--- src/rtl/decode_stage_if.sv ---
// Fetch/decode/execute/writeback signal bundle for the instruction decode stage.
// The slave modport is the decode stage's own view; master is the surrounding pipeline.
interface decode_stage_if #(
    parameter int unsigned PC_W = 16
);
    logic            flush;
    logic            if_valid;
    logic [15:0]     if_ir;
    logic [PC_W-1:0] if_pc;
    logic            if_ready;
    logic            ex_ready;
    logic            id_valid;
    logic [PC_W-1:0] id_pc;
    logic [3:0]      id_op;
    logic [2:0]      id_rd;
    logic [2:0]      id_rs1;
    logic [2:0]      id_rs2;
    logic [15:0]     id_imm;
    logic            id_we;
    logic            id_illegal;
    logic            wb_valid;
    logic [2:0]      wb_rd;
    logic            halt_program;

    modport master (
        output flush, if_valid, if_ir, if_pc, ex_ready, wb_valid, wb_rd,
        input  if_ready, id_valid, id_pc, id_op, id_rd, id_rs1, id_rs2,
               id_imm, id_we, id_illegal, halt_program
    );

    modport slave (
        input  flush, if_valid, if_ir, if_pc, ex_ready, wb_valid, wb_rd,
        output if_ready, id_valid, id_pc, id_op, id_rd, id_rs1, id_rs2,
               id_imm, id_we, id_illegal, halt_program
    );
endinterface

--- src/rtl/decode_stage.sv ---
// Instruction decode stage: field decode, immediate sign-extension, register
// scoreboard with RAW stall, and a single-entry output register toward execute.
module decode_stage #(
    parameter int unsigned PC_W  = 16,
    parameter bit          SB_EN = 1'b1
) (
    input  logic          clk,
    input  logic          rst,
    decode_stage_if.slave bus
);
    localparam int unsigned NREG = 8;

    localparam logic [3:0] OP_NOP  = 4'h0;
    localparam logic [3:0] OP_ADD  = 4'h1;
    localparam logic [3:0] OP_SUB  = 4'h2;
    localparam logic [3:0] OP_AND  = 4'h3;
    localparam logic [3:0] OP_OR   = 4'h4;
    localparam logic [3:0] OP_XOR  = 4'h5;
    localparam logic [3:0] OP_ADDI = 4'h6;
    localparam logic [3:0] OP_LD   = 4'h7;
    localparam logic [3:0] OP_ST   = 4'h8;
    localparam logic [3:0] OP_BEQ  = 4'h9;
    localparam logic [3:0] OP_JMP  = 4'hA;
    localparam logic [3:0] OP_HALT = 4'hF;

    logic [3:0]  op_f;
    logic [2:0]  rd_f, rs1_f, rs2_f;
    logic [15:0] imm6_sx, imm12_sx;

    logic [3:0]  dec_op;
    logic [2:0]  dec_rd, dec_rs1, dec_rs2;
    logic [15:0] dec_imm;
    logic        dec_we, dec_ill;

    logic            valid_q, valid_d;
    logic [PC_W-1:0] pc_q, pc_d;
    logic [3:0]      op_q, op_d;
    logic [2:0]      rd_q, rd_d, rs1_q, rs1_d, rs2_q, rs2_d;
    logic [15:0]     imm_q, imm_d;
    logic            we_q, we_d, ill_q, ill_d;
    logic [NREG-1:0] busy_q, busy_d;
    logic            halt_q, halt_d;

    logic            halt_pending, issue, hazard, ready, accept;
    logic [NREG-1:0] clr_mask, set_mask, busy_view;

    assign op_f     = bus.if_ir[15:12];
    assign rd_f     = bus.if_ir[11:9];
    assign rs1_f    = bus.if_ir[8:6];
    assign rs2_f    = bus.if_ir[5:3];
    assign imm6_sx  = {{10{bus.if_ir[5]}}, bus.if_ir[5:0]};
    assign imm12_sx = {{4{bus.if_ir[11]}}, bus.if_ir[11:0]};

    // Field decode; sources not read by an opcode are reported as r0.
    always_comb begin
        dec_op  = OP_NOP;
        dec_rd  = 3'd0;
        dec_rs1 = 3'd0;
        dec_rs2 = 3'd0;
        dec_imm = 16'd0;
        dec_we  = 1'b0;
        dec_ill = 1'b0;
        case (op_f)
            OP_NOP: ;
            OP_ADD, OP_SUB, OP_AND, OP_OR, OP_XOR: begin
                dec_op  = op_f;
                dec_rd  = rd_f;
                dec_rs1 = rs1_f;
                dec_rs2 = rs2_f;
                dec_we  = (rd_f != 3'd0);
            end
            OP_ADDI, OP_LD: begin
                dec_op  = op_f;
                dec_rd  = rd_f;
                dec_rs1 = rs1_f;
                dec_imm = imm6_sx;
                dec_we  = (rd_f != 3'd0);
            end
            OP_ST, OP_BEQ: begin
                dec_op  = op_f;
                dec_rs1 = rs1_f;
                dec_rs2 = rd_f;
                dec_imm = imm6_sx;
            end
            OP_JMP: begin
                dec_op  = op_f;
                dec_imm = imm12_sx;
            end
            OP_HALT: dec_op = op_f;
            default: dec_ill = 1'b1;
        endcase
    end

    function automatic logic src_busy(input logic [2:0] s, input logic [NREG-1:0] bv,
                                      input logic hold_we, input logic [2:0] hold_rd);
        return (s != 3'd0) && (bv[s] || (hold_we && hold_rd == s));
    endfunction

    assign halt_pending = valid_q && (op_q == OP_HALT);
    assign issue        = valid_q && bus.ex_ready && !bus.flush;
    assign clr_mask     = bus.wb_valid ? (NREG'(1) << bus.wb_rd) : '0;
    assign set_mask     = (issue && we_q) ? (NREG'(1) << rd_q) : '0;
    // Same-cycle writeback bypass; an issuing writer of the same register is caught by the held-rd term.
    assign busy_view    = busy_q & ~clr_mask;
    assign hazard       = SB_EN &&
                          (src_busy(dec_rs1, busy_view, valid_q && we_q, rd_q) ||
                           src_busy(dec_rs2, busy_view, valid_q && we_q, rd_q));
    assign ready        = !rst && !bus.flush && !halt_pending && !halt_q && !hazard &&
                          (!valid_q || bus.ex_ready);
    assign accept       = bus.if_valid && ready;

    always_comb begin
        valid_d = valid_q;
        pc_d    = pc_q;
        op_d    = op_q;
        rd_d    = rd_q;
        rs1_d   = rs1_q;
        rs2_d   = rs2_q;
        imm_d   = imm_q;
        we_d    = we_q;
        ill_d   = ill_q;
        busy_d  = ((busy_q & ~clr_mask) | set_mask) & ~NREG'(1);
        halt_d  = halt_q || (issue && op_q == OP_HALT);
        if (bus.flush) begin
            valid_d = 1'b0;
        end else if (accept) begin
            valid_d = 1'b1;
            pc_d    = bus.if_pc;
            op_d    = dec_op;
            rd_d    = dec_rd;
            rs1_d   = dec_rs1;
            rs2_d   = dec_rs2;
            imm_d   = dec_imm;
            we_d    = dec_we;
            ill_d   = dec_ill;
        end else if (valid_q && bus.ex_ready) begin
            valid_d = 1'b0;
        end
    end

    always_ff @(posedge clk or posedge rst) begin
        if (rst) begin
            valid_q <= 1'b0;
            pc_q    <= '0;
            op_q    <= 4'd0;
            rd_q    <= 3'd0;
            rs1_q   <= 3'd0;
            rs2_q   <= 3'd0;
            imm_q   <= 16'd0;
            we_q    <= 1'b0;
            ill_q   <= 1'b0;
            busy_q  <= '0;
            halt_q  <= 1'b0;
        end else begin
            valid_q <= valid_d;
            pc_q    <= pc_d;
            op_q    <= op_d;
            rd_q    <= rd_d;
            rs1_q   <= rs1_d;
            rs2_q   <= rs2_d;
            imm_q   <= imm_d;
            we_q    <= we_d;
            ill_q   <= ill_d;
            busy_q  <= busy_d;
            halt_q  <= halt_d;
        end
    end

    assign bus.if_ready     = ready;
    assign bus.id_valid     = valid_q;
    assign bus.id_pc        = pc_q;
    assign bus.id_op        = op_q;
    assign bus.id_rd        = rd_q;
    assign bus.id_rs1       = rs1_q;
    assign bus.id_rs2       = rs2_q;
    assign bus.id_imm       = imm_q;
    assign bus.id_we        = we_q;
    assign bus.id_illegal   = ill_q;
    assign bus.halt_program = halt_q;
endmodule
--- src/flat_wrapper.sv ---
// flat-port wrapper written by rule: the top's interface ports become plain ports
module decode_stage_flat 
#(
    parameter int unsigned PC_W  = 16,
    parameter bit          SB_EN = 1'b1
)
  (clk, rst, bus_flush, bus_if_valid, bus_if_ir, bus_if_pc, bus_ex_ready, bus_wb_valid, bus_wb_rd, bus_if_ready, bus_id_valid, bus_id_pc, bus_id_op, bus_id_rd, bus_id_rs1, bus_id_rs2, bus_id_imm, bus_id_we, bus_id_illegal, bus_halt_program);
  decode_stage_if #(.PC_W(PC_W)) bus_i ();
  input  logic clk;
  input  logic rst;
  input wire logic [$bits(bus_i.flush)-1:0] bus_flush;
  input wire logic [$bits(bus_i.if_valid)-1:0] bus_if_valid;
  input wire logic [$bits(bus_i.if_ir)-1:0] bus_if_ir;
  input wire logic [$bits(bus_i.if_pc)-1:0] bus_if_pc;
  input wire logic [$bits(bus_i.ex_ready)-1:0] bus_ex_ready;
  input wire logic [$bits(bus_i.wb_valid)-1:0] bus_wb_valid;
  input wire logic [$bits(bus_i.wb_rd)-1:0] bus_wb_rd;
  output wire logic [$bits(bus_i.if_ready)-1:0] bus_if_ready;
  output wire logic [$bits(bus_i.id_valid)-1:0] bus_id_valid;
  output wire logic [$bits(bus_i.id_pc)-1:0] bus_id_pc;
  output wire logic [$bits(bus_i.id_op)-1:0] bus_id_op;
  output wire logic [$bits(bus_i.id_rd)-1:0] bus_id_rd;
  output wire logic [$bits(bus_i.id_rs1)-1:0] bus_id_rs1;
  output wire logic [$bits(bus_i.id_rs2)-1:0] bus_id_rs2;
  output wire logic [$bits(bus_i.id_imm)-1:0] bus_id_imm;
  output wire logic [$bits(bus_i.id_we)-1:0] bus_id_we;
  output wire logic [$bits(bus_i.id_illegal)-1:0] bus_id_illegal;
  output wire logic [$bits(bus_i.halt_program)-1:0] bus_halt_program;
  assign bus_i.flush = bus_flush;
  assign bus_i.if_valid = bus_if_valid;
  assign bus_i.if_ir = bus_if_ir;
  assign bus_i.if_pc = bus_if_pc;
  assign bus_i.ex_ready = bus_ex_ready;
  assign bus_i.wb_valid = bus_wb_valid;
  assign bus_i.wb_rd = bus_wb_rd;
  assign bus_if_ready = bus_i.if_ready;
  assign bus_id_valid = bus_i.id_valid;
  assign bus_id_pc = bus_i.id_pc;
  assign bus_id_op = bus_i.id_op;
  assign bus_id_rd = bus_i.id_rd;
  assign bus_id_rs1 = bus_i.id_rs1;
  assign bus_id_rs2 = bus_i.id_rs2;
  assign bus_id_imm = bus_i.id_imm;
  assign bus_id_we = bus_i.id_we;
  assign bus_id_illegal = bus_i.id_illegal;
  assign bus_halt_program = bus_i.halt_program;
  decode_stage #(.PC_W(PC_W), .SB_EN(SB_EN)) u_core (.clk(clk), .rst(rst), .bus(bus_i));
endmodule
--- config.mk ---
export PLATFORM = sky130hd
export DESIGN_NAME = decode_stage_flat
export DESIGN_NICKNAME = d
export VERILOG_FILES = /design/src/rtl/decode_stage_if.sv /design/src/rtl/decode_stage.sv /design/src/flat_wrapper.sv
export SDC_FILE = /design/constraint.sdc
export NUM_CORES = 1
export LEC_CHECK = 0
export CORE_ASPECT_RATIO = 1.5
export CORE_MARGIN = 2
export CORE_UTILIZATION = 50
export DETAILED_ROUTE_END_ITERATION = 7
export GPL_TIMING_DRIVEN = 0
export PLACE_DENSITY = 0.9
export SYNTH_ARGS = -nofsm -noshare
export SYNTH_HDL_FRONTEND = slang
export SYNTH_SLANG_ARGS = --single-unit
--- constraint.sdc ---
create_clock -name clk -period 4.8 [get_ports clk]
set_clock_uncertainty 0.2 [all_clocks]
set_input_delay 0.72 -clock clk [delete_from_list [all_inputs] [get_ports clk]]
set_output_delay 0.72 -clock clk [all_outputs]
set_load 0.1 [all_outputs]
==> key figures, run 1 <==
Synth
  • Synth top area cells: dfrtp_1 45%, mux2_4 10%, mux2i_1 5.2%
  • Leading area contributor after synthesis: dfrtp_1
  • Avg Inst Size Synth: 10.8 um^2
  • Top cells by count, synth: 52 x dfrtp_1, 29 x nand2_1, 20 x inv_1, 20 x mux2_4, 18 x o21ai_0
  • EDFF count, synth: 0
  • Synthesized cell area: 0.00288 mm^2
  • Synth Flop Type: dfrtp_1
  • Synth Warn #: 0
  • Yosys cell types: 55
  • Syn Nets: 308
  • Yosys reg bits: 52
  • Top-area cell type share of the netlist area: 45.1%
  • Syn Inst Count: 267
  • Sequential area share after synthesis: 45.1%
  • Asr flop ratio synth: 100%
  • Most common cell in the synthesized netlist: dfrtp_1

Power and ir drop
  • Seq pwr share: 30.1%
  • Switching Fraction: 53.1%
  • Logic pwr share: 57.1%
  • Total chip power: 1950 uW
  • Cell Int Power: 915 uW
  • Clock network power share: 12.8%
  • Power per Cell Area: 492 mW/mm^2
  • P_leak: 0.00167 uW
  • NetSw: 1040 uW
  • Worst vdd rail ir drop: 0.000337 V

Floorplan
  • Initial Util: 52.1%
  • Core area: 0.00553 mm^2
  • Top Ports: 91
  • Die Wd: 66.0 um
  • Vert. Die Dim: 97.0 um
  • Die Area: 0.00640 mm^2
  • Site Rows: 33

Clock network
  • Clk root buf: clkbuf_8
  • Clock transition at path regs: 80 ps
  • Num CTS Buffers: 5
  • CTS H-tree depth: 2
  • CTS tree: built
  • Post-CTS setup repair buffer count: 0
  • Longest Clk Path Bufs: 2
  • Clk sink count: 52
  • Clk Latency, worst-skew pair: 310 ps
  • CTS hold repair buffers: 0

Critical path
  • Crit start category: input pin
  • Crit end category: primary output
  • Setup CP Type: input pin to primary output
  • Worst path cell trace: clkdlybuf4s50_1 > or2_1 > and3_4 > or2_0 > clkbuf_2 > mux2_2 > o22ai_1 > nor4_2 > dlygate4sd1_1
  • CP max FO: 7
  • Crit-path leading delay family: buffers and inverters
  • CP Data Arrival Time: 3750 ps
  • Worst Path Buf+Inv: 3
  • Slowest-stage cell, CP: dlygate4sd1_1
  • Data required time of the critical path: 3880 ps
  • CP max stage delay: 870 ps

Layout
  • Layout Nets: 404
  • Fraction of layout instances using a drive strength above 1: 14.3%
  • Final Util: 71.7%
  • Antenna fix cells: 0
  • Synth-to-layout area growth: 37.5%

STA
  • Min cycle time layout: 4670 ps
  • Min setup slack post-route: 130 ps
  • Max frequency: 214 MHz
  • Final Hold Vio Count: 0
  • RSZ-0062 raised after global routing: false
  • Setup_tns: 0 ps
  • Max-slew violations: 0
  • Hold slack: 309 ps
  • Worst Tran Pin Value: 1010 ps
  • Tcrit/Tclk final: 97.3%
  • Final setup fails: 0
  • Slew headroom: 32.7%

Global route
  • Initial antenna violation count: 0
  • Tot GR Track Use: 23.5%
  • Largest net degree at the start of global routing: 44
  • Remaining global-route overflow: 0
  • Global-route wire length before repair: 11800 um
  • Vias in the first global route: 2437

Route
  • Wirelength per Cell: 16.5 um
  • Vias per cell: 5.49
  • DRT iter0 DRCs: 144
  • DRT Pass-1 Iters: 4
  • DR DRC count: 0
  • Routed Antenna Nets: 0
  • Routed via count: 2384
  • Routed wire length: 7160 um

Placement
  • Port buffer count: 88
  • Final HPWL from detailed placement: 5500 um
  • Pre-CTS setup slack: -222 ps
  • GPL Wtd Cong: 0.899

Status
  • Status: completed

Job
  • Max Cap Viol: 0

Hold path
  • Hold Crit Class: flip-flop to flip-flop
## state kept, by name (all words and copies together) (netlist names)
name                     count
u_core.bus.id_valid          1
u_core.bus.id_rd             3
u_core.bus.id_illegal        1
u_core.bus.id_op             4
u_core.busy_q                7
u_core.bus.id_rs2            3
u_core.bus.id_we             1
u_core.bus.id_imm           12
u_core.bus.id_rs1            3
u_core.bus.halt_program      1
u_core.bus.id_pc            16
## routing by layer
layer | GRT usage [%] | vias up | wire length, um
li1 | - | 1135 | -
met1 | 29.4 | 1162 | 2850
met2 | 40.6 | 72 | 3820
met3 | 2.56 | 15 | 278
met4 | 9.42 | 0 | 214
met5 | 0 | - | 0
## cells by family (layout without fill, tap and decap cells)
logic type             count (synthesis)  after routing  synth area share, %
AND/OR/NAND/NOR                       77             77                 15.2
flip-flops                            52             52                 45.1
XOR/XNOR                               6              6                 1.82
AO/OA/AOI/OAI                         52             52                 11.9
buffers and inverters                 34            131                 6.03
multiplexers                          46             46                 19.9
## per-stage QoR
step	std cells	area, um^2
floorplan	267	2890
global placement	425	3860
detailed placement	426	3880
CTS	434	3970
global route	434	3970
finish	434	3970
## placed cells by master (no fill, tap or decap), types with 4 or more instances in the layout
master,Yosys,layout
clkdlybuf4s50_1,0,87
dfrtp_1,52,52
nand2_1,29,29
mux2_4,20,20
inv_1,20,19
o21ai_0,18,18
mux2i_1,15,15
a21oi_1,10,10
mux2_2,6,6
nor2_1,5,5
nand2b_1,5,5
o211ai_1,5,5
buf_4,5,5
mux2_1,5,5
clkbuf_8,0,5
nand3b_1,4,4
nand3_1,4,4
nor2b_1,4,4
xor2_1,4,4
## area by class of cell
class | count | area, um^2
timing repair buffer | 89 | 900
tap | 70 | 87.6
clock buffer | 6 | 72.6
sequential | 52 | 1300
fill | 401 | 1570
clock inverter | 2 | 16.3
buffer | 14 | 98.8
inverter | 20 | 75.1
multi-input combinational | 181 | 1410
## power by group through the flow
stage	combinational, uW	clock (uW)	sequential (uW)
after floorplan	217	0	1210
after global placement	1100	0	589
after detailed placement	1120	0	593
after CTS	1120	253	587
after global routing	1140	273	600
final	1110	250	587
## final timing paths
path	start	endpoint	slack (ps)	depth (start not counted)
min	u_core.bus.id_pc[15]	u_core.bus.id_pc[15]	310	1
max in group asynchronous	rst	u_core.bus.id_rs1[0]	3430	3
min in group asynchronous	rst	u_core.bus.id_valid	470	2
max reg2reg	u_core.bus.id_rd[0]	u_core.bus.id_pc[15]	1850	8
max	bus_if_ir[12]	bus_if_ready	130	9
min reg2reg	u_core.bus.id_pc[15]	u_core.bus.id_pc[15]	310	1
## timing repair
item | CTS | global route
gates resized for setup | 1 | 2
setup endpoints to repair | 1 | 1
hold endpoints to repair | 0 | 0
No activity file was read; power rests on OpenSTA's default activity.
==> run 2: changes to the inputs <==
- CORE_MARGIN: 2 -> default
- SLEW_MARGIN: default -> 20
==> run 2 against run 1 <==
Total power grew 2.8%. Cell area rose by 0.66%. Via count rose by 0.67%. Hold slack worse by 15 ps. Global-route usage up 0.74 points. Count of clock-buffer cells in the layout is 1 lower. Fmax rose by 0.86%. Combinational power hardly changed. Largest cell class unchanged. Critical path depth unchanged. Flip-flop and latch count did not move. Core utilization is 1.0 points higher. Sequential share of layout area down 0.22 points.
==> key figures, run 2 (synthesized netlist as in run 1, its figures left out) <==
Clock network
  • Num CTS Buffers: 5 (unchanged)
  • Clk Latency, worst-skew pair: 310 ps (about the same)
  • Post-cts gate resize count: 1 (unchanged)
  • Clock transition at path regs: 90 ps (about the same)
  • Clk sink count: 52 (unchanged)
  • CTS tree: built
  • Post-CTS setup repair buffer count: 0 (unchanged)
  • CTS hold repair buffers: 0 (unchanged)
  • CTS H-tree depth: 2 (unchanged)
  • Longest Clk Path Bufs: 2 (unchanged)
  • Clk root buf: clkbuf_8

Critical path
  • CP Data Arrival Time: 3710 ps (-40 ps)
  • Slowest-stage cell, CP: dlygate4sd2_1
  • CP max FO: 7 (unchanged)
  • Data required time of the critical path: 3880 ps (about the same)
  • CP max stage delay: 880 ps (about the same)
  • Worst path cell trace: clkdlybuf4s50_1 > or2_1 > and3_4 > or2_0 > clkbuf_2 > mux2_2 > o22ai_1 > nor4_2 > dlygate4sd2_1
  • Crit start category: input pin
  • Crit end category: primary output
  • Setup CP Type: input pin to primary output
  • FF-to-FF setup slack: 1890 ps (+40 ps)

Layout
  • Antenna fix cells: 0 (unchanged)
  • Synth-to-layout area growth: 38.5%
  • Most frequent cells in the layout: 87 x clkdlybuf4s50_1, 52 x dfrtp_1, 29 x nand2_1
  • Max FFs per register: 16 (unchanged)
  • # fillers: 396 (-1.2%)
  • Commonest non-fill, non-tap cell in the layout: clkdlybuf4s50_1
  • Layout Nets: 404 (unchanged)
  • Fraction of layout instances using a drive strength above 1: 14.6% (+0.27 points)
  • Final Util: 72.7% (+1.0 points)

Route
  • Wire length on met3: 247 um (-11%)
  • DRT Pass-1 Iters: 4 (unchanged)
  • DR DRC count: 0 (unchanged)
  • Vias per cell: 5.53 (+0.67%)
  • DRT iter0 DRCs: 114 (-21%)
  • Wirelength per Cell: 16.2 um (-1.6%)
  • Routed via count: 2400 (+0.67%)
  • Top Layer Used: met4
  • M1 wire length: 2820 um (-1.1%)
  • Routed Antenna Nets: 0 (unchanged)
  • Routed wire length: 7040 um (-1.6%)
  • Total length of routed met2 wires: 3870 um (+1.3%)

Floorplan
  • Site Rows: 33 (unchanged)
  • Vert. Die Dim: 95.0 um (-2.1%)
  • Initial Util: 52.5% (+0.39 points)
  • Die Area: 0.00608 mm^2 (-5.0%)
  • Die Wd: 64.0 um (-3.0%)
  • Top Ports: 91 (unchanged)
  • Core area: 0.00549 mm^2 (-0.75%)

STA
  • Min setup slack post-route: 170 ps (+40.0 ps)
  • Worst Tran Pin Value: 1010 ps (-1.18 ps)
  • Min cycle time layout: 4630 ps (-40.0 ps)
  • Hold slack: 294 ps (-15.3 ps)
  • Max frequency: 216 MHz (+0.86%)
  • Tcrit/Tclk final: 96.5% (-0.83 points)
  • RSZ-0062 raised after global routing: false
  • Final setup fails: 0 (unchanged)
  • Slew headroom: 32.7% (+0.079 points)
  • Final Hold Vio Count: 0 (unchanged)
  • Max-slew violations: 0 (unchanged)
  • Setup_tns: 0 ps (unchanged)

Global route
  • Vias in the first global route: 2346 (-3.7%)
  • Initial antenna violation count: 0 (unchanged)
  • Global-route wire length before repair: 11200 um (-5.0%)
  • Remaining global-route overflow: 0 (unchanged)
  • Largest net degree at the start of global routing: 29 (-34%)
  • Tot GR Track Use: 24.3% (+0.74 points)

Power and ir drop
  • Worst vdd rail ir drop: 0.000445 V (+32%)
  • P_leak: 0.00168 uW (+0.77%)
  • Power per Cell Area: 502 mW/mm^2 (+2.1%)

Status
  • Status: completed

Placement
  • GPL Wtd Cong: 0.897 (-0.22%)
  • Pre-CTS setup slack: -210 ps (+11.7 ps)
  • Port buffer count: 88 (unchanged)
  • Final HPWL from detailed placement: 5400 um (-1.8%)

Job
  • Max Cap Viol: 0 (unchanged)

Hold path
  • Hold Crit Class: flip-flop to flip-flop
## run 2: cell types whose count changed in the layout (fill, tap and decap cells not counted)
cell / before / now
bufinv_16: 0 / 1
clkbuf_1: 3 / 2
clkinv_4: 1 / 0
dlygate4sd1_1: 1 / 0
dlygate4sd2_1: 0 / 1
inv_6: 0 / 1
## run 2: metal layers
layer / global-route usage (%) / vias up
li1: - / 1137
met3: 3.50 / 8
met5: 0 / -
met4: 9.09 / 0
met2: 43.4 / 67
met1: 29.2 / 1188
## run 2: area by class of cell
type                       count  area, um^2  share of cell area, %
inverter                      20        75.1                   1.88
tap                           70        87.6                   2.19
clock inverter                 3        46.3                   1.16
clock buffer                   5        68.8                   1.72
multi-input combinational    181        1410                   35.4
timing repair buffer          89         900                   22.5
sequential                    52        1300                   32.6
buffer                        14        98.8                   2.48
## run 2: path summary, 6_finish.rpt
check / start / end / cells after the start
max: bus_if_ir[12] / bus_if_ready / 9
min: u_core.bus.id_rs2[2] / u_core.bus.id_rs2[2] / 1
max reg2reg: u_core.bus.id_rd[0] / u_core.bus.id_pc[8] / 8
min reg2reg: u_core.bus.id_rs2[2] / u_core.bus.id_rs2[2] / 1
max in group asynchronous: rst / u_core.bus.id_pc[10] / 3
min in group asynchronous: rst / u_core.busy_q[4] / 2
## run 2: where the power goes
group,internal (uW),total [uW],switching [uW]
Clock,157,305,148
Combinational,287,1110,827
Sequential,524,586,61.6
Total,968,2000,1040
## run 2: stage by stage
step / instances / area (um^2) / power (uW)
after floorplan: 267 / 2890 / 1430
after global placement: 425 / 3860 / 1690
after detailed placement: 426 / 3880 / 1710
after CTS: 434 / 3990 / 2010
after global routing: 434 / 3990 / 2070
final: 434 / 3990 / 2000
## run 2: critical path, delay by kind of cell
kind / cells / cell delay (ps)
AOI/OAI and AO/OA: 1 / 140
buffers and inverters: 3 / 1560
muxes: 1 / 250
and+or+nand+nor: 4 / 1030
==> run 3: changes to the inputs <==
- SKIP_LAST_GASP: default -> 1
==> results of run 3 <==
Same layout as run 2: the final DEF is identical, and so are final timing and power.
